===== src/rtl/cpu_clk_pkg.sv =====
// Shared encodings for the CPU clock sequencer: controller states, instruction
// phases and the smallest divisor the divider will accept.
package cpu_clk_pkg;

  typedef enum logic [1:0] {
    ST_HALTED   = 2'd0,
    ST_RUNNING  = 2'd1,
    ST_STEPPING = 2'd2,
    ST_DRAINING = 2'd3
  } state_e;

  typedef logic [1:0] phase_t;

  localparam phase_t PH_FETCH     = 2'd0;
  localparam phase_t PH_DECODE    = 2'd1;
  localparam phase_t PH_EXECUTE   = 2'd2;
  localparam phase_t PH_WRITEBACK = 2'd3;

  localparam int unsigned MIN_DIV = 2;

  // One-hot enable for a given phase index.
  function automatic logic [3:0] phase_onehot(input phase_t ph);
    return 4'b0001 << ph;
  endfunction

endpackage


===== src/rtl/cpu_clock_sequencer_if.sv =====
// Control strobes in and phase timing out of the CPU clock sequencer.
interface cpu_clock_sequencer_if #(
  parameter int unsigned DIV_W = 28
);
  logic             div_load;
  logic [DIV_W-1:0] div_value;
  logic             run;
  logic             step;
  logic             halt;
  logic             tick;
  logic [3:0]       ph_en;
  logic [1:0]       phase;
  logic             instr_done;
  logic             clkout;
  logic [1:0]       state;

  modport master (
    output div_load, div_value, run, step, halt,
    input  tick, ph_en, phase, instr_done, clkout, state
  );

  modport slave (
    input  div_load, div_value, run, step, halt,
    output tick, ph_en, phase, instr_done, clkout, state
  );
endinterface


===== src/rtl/cpu_clock_sequencer_tick_divider.sv =====
// Programmable period counter: one-cycle tick per div_reg cycles plus a
// ~50% duty clkout, both registered so they line up with the live count.
module tick_divider
  import cpu_clk_pkg::*;
#(
  parameter int unsigned DIV_W       = 28,
  parameter int unsigned DEFAULT_DIV = 16
) (
  input  logic             clk_i,
  input  logic             rst_i,
  input  logic             enable_i,
  input  logic             div_load_i,
  input  logic [DIV_W-1:0] div_value_i,
  output logic             tick_o,
  output logic             tick_next_c,
  output logic             clkout_o
);

  localparam logic [DIV_W-1:0] MIN_DIV_V = DIV_W'(MIN_DIV);
  localparam logic [DIV_W-1:0] DEF_DIV_V = DIV_W'(DEFAULT_DIV);
  localparam logic [DIV_W-1:0] ONE_V     = DIV_W'(1);

  logic             run_q;
  logic [DIV_W-1:0] count_q, count_d;
  logic [DIV_W-1:0] div_q, div_d;
  logic             tick_q, tick_d;
  logic             clkout_q, clkout_d;
  logic             wrap_c;

  // run_q tracks whether the counter was live this cycle; enable_i is the
  // controller's next state, so outputs are computed for the upcoming count.
  always_comb begin
    div_d    = div_q;
    count_d  = '0;
    tick_d   = 1'b0;
    clkout_d = 1'b0;
    wrap_c   = (count_q == (div_q - ONE_V));

    if (div_load_i) begin
      div_d = (div_value_i < MIN_DIV_V) ? MIN_DIV_V : div_value_i;
    end

    if (!div_load_i && enable_i && run_q && !wrap_c) begin
      count_d = count_q + ONE_V;
    end

    tick_d   = enable_i && (count_d == (div_d - ONE_V));
    clkout_d = enable_i && (count_d < (div_d >> 1));
  end

  always_ff @(posedge clk_i) begin
    if (rst_i) begin
      run_q    <= 1'b0;
      count_q  <= '0;
      div_q    <= DEF_DIV_V;
      tick_q   <= 1'b0;
      clkout_q <= 1'b0;
    end else begin
      run_q    <= enable_i;
      count_q  <= count_d;
      div_q    <= div_d;
      tick_q   <= tick_d;
      clkout_q <= clkout_d;
    end
  end

  assign tick_o      = tick_q;
  assign tick_next_c = tick_d && !rst_i;
  assign clkout_o    = clkout_q;

endmodule


===== src/rtl/cpu_clock_sequencer.sv =====
// Run/step/halt controller that gates divided ticks into four one-hot
// instruction-phase enables for a datapath clocked on clkin.
module cpu_clock_sequencer
  import cpu_clk_pkg::*;
#(
  parameter int unsigned DIV_W       = 28,
  parameter int unsigned DEFAULT_DIV = 16
) (
  input  logic                  clkin,
  input  logic                  reset,
  cpu_clock_sequencer_if.slave  bus
);

  state_e     state_q, state_d;
  phase_t     phase_q, phase_d;
  logic [3:0] ph_en_q, ph_en_d;
  logic       instr_done_q, instr_done_d;
  logic       tick;
  logic       tick_next_c;
  logic       clkout;
  logic       wb_c;
  logic       enable_c;

  tick_divider #(
    .DIV_W       (DIV_W),
    .DEFAULT_DIV (DEFAULT_DIV)
  ) u_div (
    .clk_i       (clkin),
    .rst_i       (reset),
    .enable_i    (enable_c),
    .div_load_i  (bus.div_load),
    .div_value_i (bus.div_value),
    .tick_o      (tick),
    .tick_next_c (tick_next_c),
    .clkout_o    (clkout)
  );

  // A halt landing on the WRITEBACK tick is already at the boundary, so it
  // skips DRAINING and halts immediately.
  always_comb begin
    state_d      = state_q;
    phase_d      = phase_q;
    ph_en_d      = 4'b0000;
    instr_done_d = 1'b0;
    wb_c         = tick && (phase_q == PH_WRITEBACK);

    case (state_q)
      ST_HALTED: begin
        if (bus.step) begin
          state_d = ST_STEPPING;
        end else if (bus.run) begin
          state_d = ST_RUNNING;
        end
      end
      ST_RUNNING: begin
        if (bus.halt) begin
          state_d = wb_c ? ST_HALTED : ST_DRAINING;
        end
      end
      ST_STEPPING: begin
        if (bus.halt) begin
          state_d = wb_c ? ST_HALTED : ST_DRAINING;
        end else if (bus.run) begin
          state_d = ST_RUNNING;
        end else if (wb_c) begin
          state_d = ST_HALTED;
        end
      end
      ST_DRAINING: begin
        if (wb_c) begin
          state_d = ST_HALTED;
        end
      end
      default: state_d = ST_HALTED;
    endcase

    if (state_d == ST_HALTED) begin
      phase_d = PH_FETCH;
    end else if (tick) begin
      phase_d = phase_q + 2'd1;
    end

    if (tick_next_c) begin
      ph_en_d      = phase_onehot(phase_d);
      instr_done_d = (phase_d == PH_WRITEBACK);
    end
  end

  assign enable_c = (state_d != ST_HALTED);

  always_ff @(posedge clkin) begin
    if (reset) begin
      state_q      <= ST_HALTED;
      phase_q      <= PH_FETCH;
      ph_en_q      <= 4'b0000;
      instr_done_q <= 1'b0;
    end else begin
      state_q      <= state_d;
      phase_q      <= phase_d;
      ph_en_q      <= ph_en_d;
      instr_done_q <= instr_done_d;
    end
  end

  assign bus.tick       = tick;
  assign bus.ph_en      = ph_en_q;
  assign bus.phase      = phase_q;
  assign bus.instr_done = instr_done_q;
  assign bus.clkout     = clkout;
  assign bus.state      = state_q;

endmodule


===== src/flat_wrapper.sv =====
// flat-port wrapper written by rule: the top's interface ports become plain ports
module cpu_clock_sequencer_flat import cpu_clk_pkg::*;
#(
  parameter int unsigned DIV_W       = 28,
  parameter int unsigned DEFAULT_DIV = 16
)
  (clkin, reset, bus_div_load, bus_div_value, bus_run, bus_step, bus_halt, bus_tick, bus_ph_en, bus_phase, bus_instr_done, bus_clkout, bus_state);
  cpu_clock_sequencer_if #(.DIV_W(DIV_W)) bus_i ();
  input  logic clkin;
  input  logic reset;
  input wire logic [$bits(bus_i.div_load)-1:0] bus_div_load;
  input wire logic [$bits(bus_i.div_value)-1:0] bus_div_value;
  input wire logic [$bits(bus_i.run)-1:0] bus_run;
  input wire logic [$bits(bus_i.step)-1:0] bus_step;
  input wire logic [$bits(bus_i.halt)-1:0] bus_halt;
  output wire logic [$bits(bus_i.tick)-1:0] bus_tick;
  output wire logic [$bits(bus_i.ph_en)-1:0] bus_ph_en;
  output wire logic [$bits(bus_i.phase)-1:0] bus_phase;
  output wire logic [$bits(bus_i.instr_done)-1:0] bus_instr_done;
  output wire logic [$bits(bus_i.clkout)-1:0] bus_clkout;
  output wire logic [$bits(bus_i.state)-1:0] bus_state;
  assign bus_i.div_load = bus_div_load;
  assign bus_i.div_value = bus_div_value;
  assign bus_i.run = bus_run;
  assign bus_i.step = bus_step;
  assign bus_i.halt = bus_halt;
  assign bus_tick = bus_i.tick;
  assign bus_ph_en = bus_i.ph_en;
  assign bus_phase = bus_i.phase;
  assign bus_instr_done = bus_i.instr_done;
  assign bus_clkout = bus_i.clkout;
  assign bus_state = bus_i.state;
  cpu_clock_sequencer #(.DIV_W(DIV_W), .DEFAULT_DIV(DEFAULT_DIV)) u_core (.clkin(clkin), .reset(reset), .bus(bus_i));
endmodule

===== config.mk =====
export PLATFORM = sky130hd
export DESIGN_NAME = cpu_clock_sequencer_flat
export DESIGN_NICKNAME = d
export VERILOG_FILES = /design/src/rtl/cpu_clk_pkg.sv /design/src/rtl/cpu_clock_sequencer_if.sv /design/src/rtl/cpu_clock_sequencer_tick_divider.sv /design/src/rtl/cpu_clock_sequencer.sv /design/src/flat_wrapper.sv
export SDC_FILE = /design/constraint.sdc
export NUM_CORES = 1
export LEC_CHECK = 0
export ABC_AREA = 1
export CELL_PAD_IN_SITES_DETAIL_PLACEMENT = 1
export CELL_PAD_IN_SITES_GLOBAL_PLACEMENT = 1
export CORE_MARGIN = 8
export CORE_UTILIZATION = 38
export DETAILED_ROUTE_END_ITERATION = 10
export GPL_ROUTABILITY_DRIVEN = 1
export HOLD_SLACK_MARGIN = 0.15
export PLACE_DENSITY = 0.83
export SETUP_SLACK_MARGIN = 0.15
export SYNTH_ARGS = -nofsm -noshare
export SYNTH_HDL_FRONTEND = slang
export SYNTH_HIERARCHICAL = 1
export SYNTH_SLANG_ARGS = --single-unit

===== constraint.sdc =====
create_clock -name clkin -period 3.7 [get_ports clkin]
set_input_delay 0.925 -clock clkin [delete_from_list [all_inputs] [get_ports clkin]]
set_output_delay 0.925 -clock clkin [all_outputs]
set_load 0.03 [all_outputs]

==> qor.csv <==
stage,metric,value,unit
synth,synth unique cells,43,
worst_setup_path,worst setup path end,u_core/bus.instr_done,
detailed_routing,Antenna Nets Post-Route,0,
layout,post-route insts no fill,1480,
detailed_routing,vias per cell,6.08,
floorplanning,die area,21000,um2
job,max-cap viol count,0,
timing,worst slew pin tran,1110,ps
global_route,All-Layer GR Usage,27.8,%
synth,"Primary FF master, synth",dfxtp_1,
clocking,CTS buffer count,9,
detailed_routing,Iter 0 DRT Violations,1208,
floorplanning,num ports,45,
global_route,met2 Use GR,46.9,%
global_route,global routing usage on met1,32.7,%
clocking,clock-pin slew on the worst setup and hold paths,60,ps
power_and_ir_drop,P_leak,4.55,nW
floorplanning,die height,145,um
synth,async set-reset flop share out of synthesis,0,%
timing,unrepaired setup endpoints after global routing,yes,
clocking,H-tree Lvls,3,
worst_setup_path,Max Fanout on Critical Path,37,
worst_setup_path,CP Capture Type,flop,
place,IO buf count,44,
floorplanning,Die W,145,um
synth,Synth Warn #,6,
timing,Fmax achieved,0.207,GHz
global_route,grt total ovfl,0,
synth,synthesized instance count,1063,
power_and_ir_drop,Pwr Total,2.57,mW
min_path,Hold Crit Class,flop to flop,
run_status,failing checks,setup timing,
timing,period utilization,130,%
detailed_routing,Via Count,8993,
global_route,vias in the first global route,8615,
place,placed insts,1440,
layout,nets,1319,
worst_setup_path,Critical Path RT,3990,ps
floorplanning,Initial Utilization,38.5,%
detailed_routing,DRT Pass-1 Iters,5,
global_route,antenna violations before repair,3,
clocking,CTS Buffer Depth,2,
detailed_routing,routed wire length,38400,um
global_route,Most Crowded Layer GR,met2,
layout,layout cells sized above 1,27.2,%
worst_setup_path,startpoint types,input pin,
worst_setup_path,Worst R2R Path Depth,21,
timing,setup_tns,-6680,ps
place,DP HPWL,21100,um
floorplanning,Core ar.,16400,um2
detailed_routing,routed len/inst,26.0,um
synth,Mapped Nets,1125,
place,pre-CTS setup slack,-1380,ps
synth,"Seq/Total Area, Yosys",21.5,%
timing,final worst path period need,4820,ps
global_route,GR met3 Demand/Resource,4.66,%
timing,Max Slew Vio Count,0,
synth,Synth Register Bits,68,
global_route,largest net degree at the start of global routing,63,
clocking,CTS tree,yes,
synth,post-synthesis average cell area,5.95,um2
power_and_ir_drop,Max IR drop VDD,0.000279,V
power_and_ir_drop,Pwr per Cell Area,285,nW/um2
synth,Post-synth EDFFs,0,
clocking,Worst-Skew Late Latency,360,ps
global_route,first-pass GRT wire length,46500,um
layout,P&R area growth vs syn,42.7,%
worst_setup_path,crit path from,bus_div_load,
place,GPL Wtd Cong,0.931,
worst_setup_path,RR Startpoint,u_core/u_div/div_q[13],
clocking,Sink Count,68,
timing,Slew HR,25.1,%
clocking,Root Driver,clkbuf_16,
worst_setup_path,Reg2Reg Setup Slack,-440,ps
timing,Final Hold Viols,0,
worst_setup_path,Setup CP Type,input pin to flop,
detailed_routing,DRC Markers,0,
synth,post-synthesis instance area,6320,um2
timing,setup ws final,-1120,ps
floorplanning,row cnt,47,
timing,Setup-failing EPs final,7,
layout,# diodes,0,
run_status,run status,"finished, violations left",
worst_setup_path,Crit Reg-Reg Endpoint,u_core/bus.instr_done,
timing,Max Clock Skew,9.23,ps
worst_setup_path,Worst Path Arrival,5120,ps
## routing by layer
layer / vias up / wire, um
met5: - / 40
met4: 6 / 3420
met3: 295 / 4160
met2: 700 / 16900
met1: 4293 / 13900
li1: 3699 / -
## worst min-delay path by stage
stage	start	endpoint	depth (start not counted)	slack [ps]
finish	u_core/u_div/count_q[0]	u_core/u_div/count_q[0]	1	640
global route	u_core/u_div/count_q[0]	u_core/u_div/count_q[0]	1	660
detailed placement	u_core/u_div/count_q[0]	u_core/u_div/count_q[0]	1	570
CTS	u_core/u_div/count_q[0]	u_core/u_div/count_q[0]	1	570
global placement	u_core/u_div/count_q[0]	u_core/u_div/count_q[0]	1	570
floorplan	u_core/u_div/count_q[0]	u_core/u_div/count_q[0]	1	520
## kinds of logic after synthesis
family          Yosys count  synth area share, %
compound gates           61                 5.30
xor+xnor                 70                 9.70
fa+ha+maj                28                 5.54
buf+inv                 196                 12.9
flops                    68                 21.5
mux                       1                0.158
simple gates            639                 44.8
## cells in the mapped netlist, types with 2 or more instances
cell type,instances,area share (%)
xnor2_1,22,3.0
a211oi_1,2,0.24
nand3_1,73,5.8
ha_1,28,5.5
dfxtp_1,68,22
inv_1,173,10
nand3_2,2,0.32
or2_2,8,0.79
o21ai_0,34,2.7
a21oi_1,16,1.3
nand2_2,6,0.59
nand2_4,3,0.53
nor2_1,199,12
clkbuf_8,4,0.87
o21ai_1,3,0.24
buf_6,3,0.53
o21bai_1,2,0.24
nor3_1,20,1.6
nor2_2,10,0.99
and2_2,2,0.24
xor2_1,48,6.7
clkbuf_1,8,0.48
buf_2,4,0.32
nand2_1,253,15
nor4_1,5,0.49
nand3b_1,9,1.1
nand4_1,39,3.9
nor2_4,4,0.71
## flip-flops by register name, summed over array words and instances (netlist names)
signal                 count
u_core/bus.instr_done      1
u_core/bus.ph_en           4
u_core/bus.phase           2
u_core/bus.state           2
u_core/u_div/clkout_o      1
u_core/u_div/count_q      28
u_core/u_div/div_q        28
u_core/u_div/run_q         1
u_core/u_div/tick_o        1
## timing repair
item                                    in CTS  in global routing
hold buffers                                 0                  0
endpoints found under the setup margin       7                  7
buffers inserted                             7                 17
gates resized for setup                    152                117
gates cloned                                 0                  2
pin swaps                                   43                 56
## layout by cell type, fill, tap and decap left out, drive strengths merged, types with 10 or more instances in the layout
cell and n:
clkdlybuf4s50 15, buf 184, xnor2 22, nand4 39
nand2 262, nand3b 10, inv 173, ha 28
xor2 48, clkbuf 19, nor2 214, nor3 21
dfxtp 68, nand3 75, a21oi 18, o21ai 38
## critical path, cell delays in order
cell	delay, ps
clkbuf_2	150
buf_12	200
nand2_1	260
o21ai_0	490
nor2_1	460
nand2_1	170
nor3_1	310
nand2_2	150
nor2_4	170
buf_4	140
xor2_2	190
nand4_1	140
nand2_1	120
nand3_1	120
nor2_1	120
nand3_1	120
nor2_2	170
nand3_2	110
nor2_2	170
inv_2	60
nor2_4	130
nand3_2	110
nor2_1	110
## power by group
part	total (mW)	internal (mW)	switching, mW	leakage [nW]
registers	0.796	0.758	0.0380	0.556
clock network	0.862	0.502	0.360	0.134
logic	0.913	0.340	0.572	3.86
## per-stage QoR
step                      util [%]  area, um2  hold WS (ps)
after floorplan                  -       6370           518
after global placement        48.4       7940           573
after detailed placement      48.4       7940           567
after CTS                     51.1       8390           574
after global routing          55.0       9020           662
final                         55.0       9020           644
## cell type report
type | count | area (um2)
Multi-Input combinational cell | 799 | 4700
Tap cell | 220 | 275
Clock buffer | 13 | 270
Clock inverter | 1 | 7.51
Inverter | 174 | 657
Sequential cell | 68 | 1370
Fill cell | 2190 | 7390
Timing Repair Buffer | 205 | 1740
No activity file was read; power rests on OpenSTA's default activity.
